==> src/rtl/wave_pkg.sv <==
// Shared state and mode encodings for the duty-cycle waveform sequencer.
package wave_pkg;

    typedef enum logic [2:0] {
        ST_IDLE,
        ST_RAMP_UP,
        ST_HOLD_TOP,
        ST_RAMP_DOWN,
        ST_HOLD_BOT,
        ST_FIXED
    } wave_state_t;

    localparam logic [1:0] MODE_TRIANGLE = 2'd0;
    localparam logic [1:0] MODE_SAW_UP   = 2'd1;
    localparam logic [1:0] MODE_SAW_DOWN = 2'd2;
    localparam logic [1:0] MODE_FIXED    = 2'd3;

    function automatic wave_state_t start_state(input logic [1:0] m);
        case (m)
            MODE_SAW_DOWN: return ST_RAMP_DOWN;
            MODE_FIXED:    return ST_FIXED;
            default:       return ST_RAMP_UP;
        endcase
    endfunction

endpackage

==> src/rtl/step_prescaler.sv <==
// Step-rate divider: tick is high while the count sits at DIV-1; clr holds the count at 0.
// Latency: tick combinational from the count register; no backpressure.
module step_prescaler #(
    parameter int unsigned DIV = 1_000_000
) (
    input  logic clk,
    input  logic rst_n,
    input  logic clr,
    output logic tick
);
    localparam int unsigned     CW   = (DIV > 1) ? $clog2(DIV) : 1;
    localparam logic [CW-1:0]   LAST = CW'(DIV - 1);

    logic [CW-1:0] cnt_q;

    always_ff @(posedge clk) begin
        if (!rst_n || clr || tick) begin
            cnt_q <= '0;
        end else begin
            cnt_q <= cnt_q + 1'b1;
        end
    end

    assign tick = (cnt_q == LAST);

endmodule

==> src/rtl/duty_wave_sequencer.sv <==
// Duty-word generator for the PWM stage: triangle/saw/fixed profiles stepped on prescaler ticks.
// Latency: all outputs registered, one clk after the deciding edge; no backpressure, runs while enable=1.
module duty_wave_sequencer
    import wave_pkg::*;
#(
    parameter int unsigned DUTY_W     = 4,
    parameter int unsigned STEP_DIV   = 1_000_000,
    parameter int unsigned HOLD_STEPS = 8
) (
    input  logic              clk,
    input  logic              rst_n,
    input  logic              enable,
    input  logic [1:0]        mode,
    input  logic [DUTY_W-1:0] fixed_duty,
    output logic [DUTY_W-1:0] dutyc,
    output logic              dutyc_stb,
    output logic              ramp_dir,
    output logic              period_done
);
    localparam logic [DUTY_W-1:0] DUTY_MAX  = '1;
    localparam int unsigned       HOLD_W    = (HOLD_STEPS > 1) ? $clog2(HOLD_STEPS) : 1;
    localparam logic [HOLD_W-1:0] HOLD_LAST = (HOLD_STEPS > 0) ? HOLD_W'(HOLD_STEPS - 1) : '0;

    wave_state_t       state_q, state_d;
    logic [DUTY_W-1:0] duty_q, duty_d;
    logic [HOLD_W-1:0] hold_q, hold_d;
    logic [1:0]        mode_q, mode_d;
    logic              pd_d, pd_q, stb_q, dir_q;
    logic              restart, tick, presc_clr;

    assign presc_clr = (state_q == ST_IDLE) || !enable;

    step_prescaler #(.DIV(STEP_DIV)) u_presc (
        .clk   (clk),
        .rst_n (rst_n),
        .clr   (presc_clr),
        .tick  (tick)
    );

    always_comb begin
        state_d = state_q;
        duty_d  = duty_q;
        hold_d  = hold_q;
        mode_d  = mode_q;
        pd_d    = 1'b0;
        restart = 1'b0;
        if (!enable) begin
            state_d = ST_IDLE;
            duty_d  = '0;
            hold_d  = '0;
        end else if (state_q == ST_IDLE) begin
            restart = 1'b1;
        end else if (tick) begin
            case (state_q)
                ST_RAMP_UP: begin
                    if (mode_q == MODE_SAW_UP && duty_q == DUTY_MAX) begin
                        pd_d    = 1'b1;
                        restart = 1'b1;
                    end else if (duty_q != DUTY_MAX) begin
                        duty_d = duty_q + 1'b1;
                        if (mode_q == MODE_TRIANGLE && duty_q == DUTY_MAX - 1'b1) begin
                            state_d = (HOLD_STEPS == 0) ? ST_RAMP_DOWN : ST_HOLD_TOP;
                        end
                    end
                end
                ST_HOLD_TOP: begin
                    if (hold_q == HOLD_LAST) begin
                        hold_d  = '0;
                        state_d = ST_RAMP_DOWN;
                    end else begin
                        hold_d = hold_q + 1'b1;
                    end
                end
                ST_RAMP_DOWN: begin
                    if (duty_q == '0) begin
                        pd_d    = 1'b1;
                        restart = 1'b1;
                    end else begin
                        duty_d = duty_q - 1'b1;
                        // Triangle without dwell completes its period on the step that lands on 0.
                        if (mode_q == MODE_TRIANGLE && duty_q == DUTY_W'(1)) begin
                            if (HOLD_STEPS == 0) begin
                                pd_d    = 1'b1;
                                restart = 1'b1;
                            end else begin
                                state_d = ST_HOLD_BOT;
                            end
                        end
                    end
                end
                ST_HOLD_BOT: begin
                    if (hold_q == HOLD_LAST) begin
                        pd_d    = 1'b1;
                        restart = 1'b1;
                    end else begin
                        hold_d = hold_q + 1'b1;
                    end
                end
                ST_FIXED: restart = 1'b1;
                default: ;
            endcase
        end

        // Mode is only re-sampled here, so mid-period mode changes have no effect.
        if (restart) begin
            mode_d  = mode;
            state_d = start_state(mode);
            hold_d  = '0;
            case (mode)
                MODE_SAW_DOWN: duty_d = DUTY_MAX;
                MODE_FIXED:    duty_d = fixed_duty;
                default:       duty_d = '0;
            endcase
        end
    end

    always_ff @(posedge clk) begin
        if (!rst_n) begin
            state_q <= ST_IDLE;
            duty_q  <= '0;
            hold_q  <= '0;
            mode_q  <= MODE_TRIANGLE;
            pd_q    <= 1'b0;
            stb_q   <= 1'b0;
            dir_q   <= 1'b0;
        end else begin
            state_q <= state_d;
            duty_q  <= duty_d;
            hold_q  <= hold_d;
            mode_q  <= mode_d;
            pd_q    <= pd_d;
            stb_q   <= (duty_d != duty_q);
            dir_q   <= (state_d == ST_RAMP_UP) || (state_d == ST_HOLD_TOP);
        end
    end

    assign dutyc       = duty_q;
    assign dutyc_stb   = stb_q;
    assign ramp_dir    = dir_q;
    assign period_done = pd_q;

endmodule

==> config.mk <==
export PLATFORM = sky130hd
export DESIGN_NAME = duty_wave_sequencer
export DESIGN_NICKNAME = d
export VERILOG_FILES = /design/src/rtl/wave_pkg.sv /design/src/rtl/step_prescaler.sv /design/src/rtl/duty_wave_sequencer.sv
export SDC_FILE = /design/constraint.sdc
export NUM_CORES = 1
export LEC_CHECK = 0
export BUFFER_PORTS_ARGS = -buffer_cell sky130_fd_sc_hd__buf_2
export CAP_MARGIN = 10
export CORE_MARGIN = 10
export CORE_UTILIZATION = 24
export DETAILED_ROUTE_END_ITERATION = 8
export GPL_ROUTABILITY_DRIVEN = 0
export PLACE_DENSITY = 0.47
export SLEW_MARGIN = 15
export SYNTH_ARGS = -nofsm -noshare
export SYNTH_HDL_FRONTEND = slang
export SYNTH_SLANG_ARGS = --single-unit
==> constraint.sdc <==
create_clock -name clk -period 5.45 [get_ports clk]
set_input_delay 0.8175 -clock clk [delete_from_list [all_inputs] [get_ports clk]]
set_output_delay 0.8175 -clock clk [all_outputs]
set_load 0.01 [all_outputs]
==> qor.yml <==
start_kind: "flip-flop"
drc_errors: 0
status: "completed"
report.final.slew_viol_count: 0
setup_viol: 0
netlist_area_sq_mm: 0.002131
synth_area_leaders: "dfxtp_1 (33%), nor2_1 (6.7%), a21oi_1 (4.2%), ha_1 (4.1%), mux2i_1 (3.8%)"
synth_cells: 267
cts_resized: 0
ios: 16
cts_max_path_buffers: 2
htreeDepth: 2
vias: 1872
worst_pin_slew_ps: 807.8
routedWlPerCell_um: 12.78
initial_core_util_pct: 24.55
synth_warnings: 0
antennaDiodeCount: 0
portBuffers: 15
post_cts.repair.setup_buffers: 0
firstDrtPassIters: 4
die_area_sq_mm: 0.01305
synth-seq-area-share_pct: 32.88
fin_util_pct: 27.32
dpl_cell_area_sq_mm: 0.002290
yosys.area.top_type: "dfxtp_1"
drive_gt1_share_pct: 10.43
core_area_sq_mm: 0.008678
critPathLaunch: "dutyc[0]"
grt_pass1_wl_mm: 8.659
holdCritStartpoint: "u_presc.cnt_q[0]"
grt_max_degree: 21
crit_fanout: 12
cts-hold-fix-buffers: 0
synth-async-reset-ratio_pct: 0
ant_nets: 0
crit_type: "reg -> reg"
nets: 293
end_kind: "flip-flop"
tns_ps: 0
yosysTopAreaCellShare_pct: 32.88
rows: 34
overflow: 0
worstPathCellList: "inv_1, ha_1, nor4bb_1, nand2_1, o31ai_4, or2_2, o211ai_1, and4bb_1"
critPathMaxStageDelay_ps: 520
cts_tree: "yes"
cts_inserted_buffers: 5
dieWidth_um: 114.2
leakagePower_uw: 0.0008264
syn_area_per_cell_sq_um: 7.981
die_h_um: 114.2
clkTransAtPathRegs_ps: 70
layout_commonest_cell: "nor2_1"
grt_pass1_vias: 1803
clk_latency_ps: 280
n_fill_cell: 965
hpwlAfterDp_mm: 3.713
viasPerCell: 4.850
syn2layout_area_growth_pct: 11.27
grt_antenna_before_repair: 0
grt.total_usage_pct: 7.748
crit_slowest_cell: "nor4bb_1"
ys_seq_elements: 35
timing.slew.headroom_pct: 46.00
clockRootBuffer: "clkbuf_8"
p_per_area_mw_per_mm2: 217.2
synth_edf_count: 0
mostFrequentLayoutCells: "nor2_1 (38), dfxtp_1 (35), a21oi_1 (18), nand2_1 (16)"
required_ps: 5670
layout_min_cycle_time_ps: 2691
fmaxAchievable_mhz: 371.6
hp-class: "reg -> reg"
regToRegSetupSlack_ps: 2760
maxCapViolCount: 0
hold_viol: 0
r2r-start: "dutyc[0]"
syn_nets: 283
drt_iter0_markers: 93
synth_ff_type: "dfxtp_1"
routed_wl_mm: 4.934
rsz0062_at_grt: "no"
finalCritPeriodShare_pct: 49.38
synth_cell_type_count: 52
clkSinkCount: 35
finClkSkew_ps: 5.771
peakVddDrop_v: 0.00009395
worst_ep_arrival_time_ps: 2910
finish.instance_area_sq_mm: 0.002371
-- cell type report --
class	instances	area, sq um	area share (%)
sequential	35	700.7	29.55
multi-input combinational	209	1338	56.41
timing repair buffer	15	75.07	3.166
clock inverter	1	5.005	0.2111
clock buffer	7	76.32	3.219
inverter	11	41.29	1.741
tap	108	135.1	5.699
-- state kept, by name, summed over array words and instances, names as in the netlist --
signal,cells
mode_q,2
u_presc.cnt_q,20
period_done,1
hold_q,3
dutyc,4
state_q,3
ramp_dir,1
dutyc_stb,1
-- kinds of logic after synthesis --
logic type / Yosys count / share of synthesized area, %
AOI/OAI and AO/OA: 52 / 16.62
xor gates and xnor gates: 15 / 6.166
adders and majority gates: 7 / 4.110
buffers and inverters: 23 / 4.345
DFF: 35 / 32.88
muxes: 9 / 4.287
and+or+nand+nor: 126 / 31.59
-- routing by layer --
metal / GRT usage, % / part of all wire [%] / wire (um) / vias up
met1: 10.49 / 52 / 2555 / 861
li1: - / - / - / 982
met3: 1.992 / 2.7 / 132 / 2
met4: 1.504 / 0.36 / 18 / 0
met2: 12.11 / 45 / 2228 / 27
met5: 0 / 0 / 0 / -
-- cell usage after synthesis, drive strengths merged, types with 4 or more instances --
| cell | instances |
|---|---|
| a21oi | 18 |
| clkbuf | 9 |
| dfxtp | 35 |
| ha | 7 |
| inv | 11 |
| mux2i | 8 |
| nand2 | 16 |
| nand2b | 8 |
| nand3 | 15 |
| nand4 | 5 |
| nor2 | 38 |
| nor3 | 13 |
| o21ai | 8 |
| or2 | 4 |
| or3 | 4 |
| xnor2 | 7 |
| xor2 | 8 |
-- critical path, delay by kind of cell (launching register included) --
family / cells / cell delay [ps]
buf+inv: 1 / 160
compound gates: 2 / 430
simple gates: 4 / 1330
flops: 1 / 410
fa+ha+maj: 1 / 290
-- per-stage QoR --
stage          cells  setup WS [ps]  power [uW]  hold slack [ps]
4_1_cts          386           2762       522.8            468.7
3_3_place_gp     378           2784       339.0            455.2
6_report         386           2759       514.9            464.9
3_5_place_dp     378           2802       338.1            452.4
5_1_grt          386           2463       547.3            519.4
2_1_floorplan    267           3129       321.0            429.7
-- path summary, 6_finish.rpt --
check	to	depth (start not counted)
max	ramp_dir	8
min	u_presc.cnt_q[0]	1
max reg2reg	ramp_dir	8
min reg2reg	u_presc.cnt_q[0]	1
-- report_power, final --
part,leakage (uW),internal [uW],switching (uW)
sequential,0.000283,261,9.65
combinational,0.000501,25.6,35.6
clock,0.0000422,89.8,93.0
(Power assumes the default switching activity.)
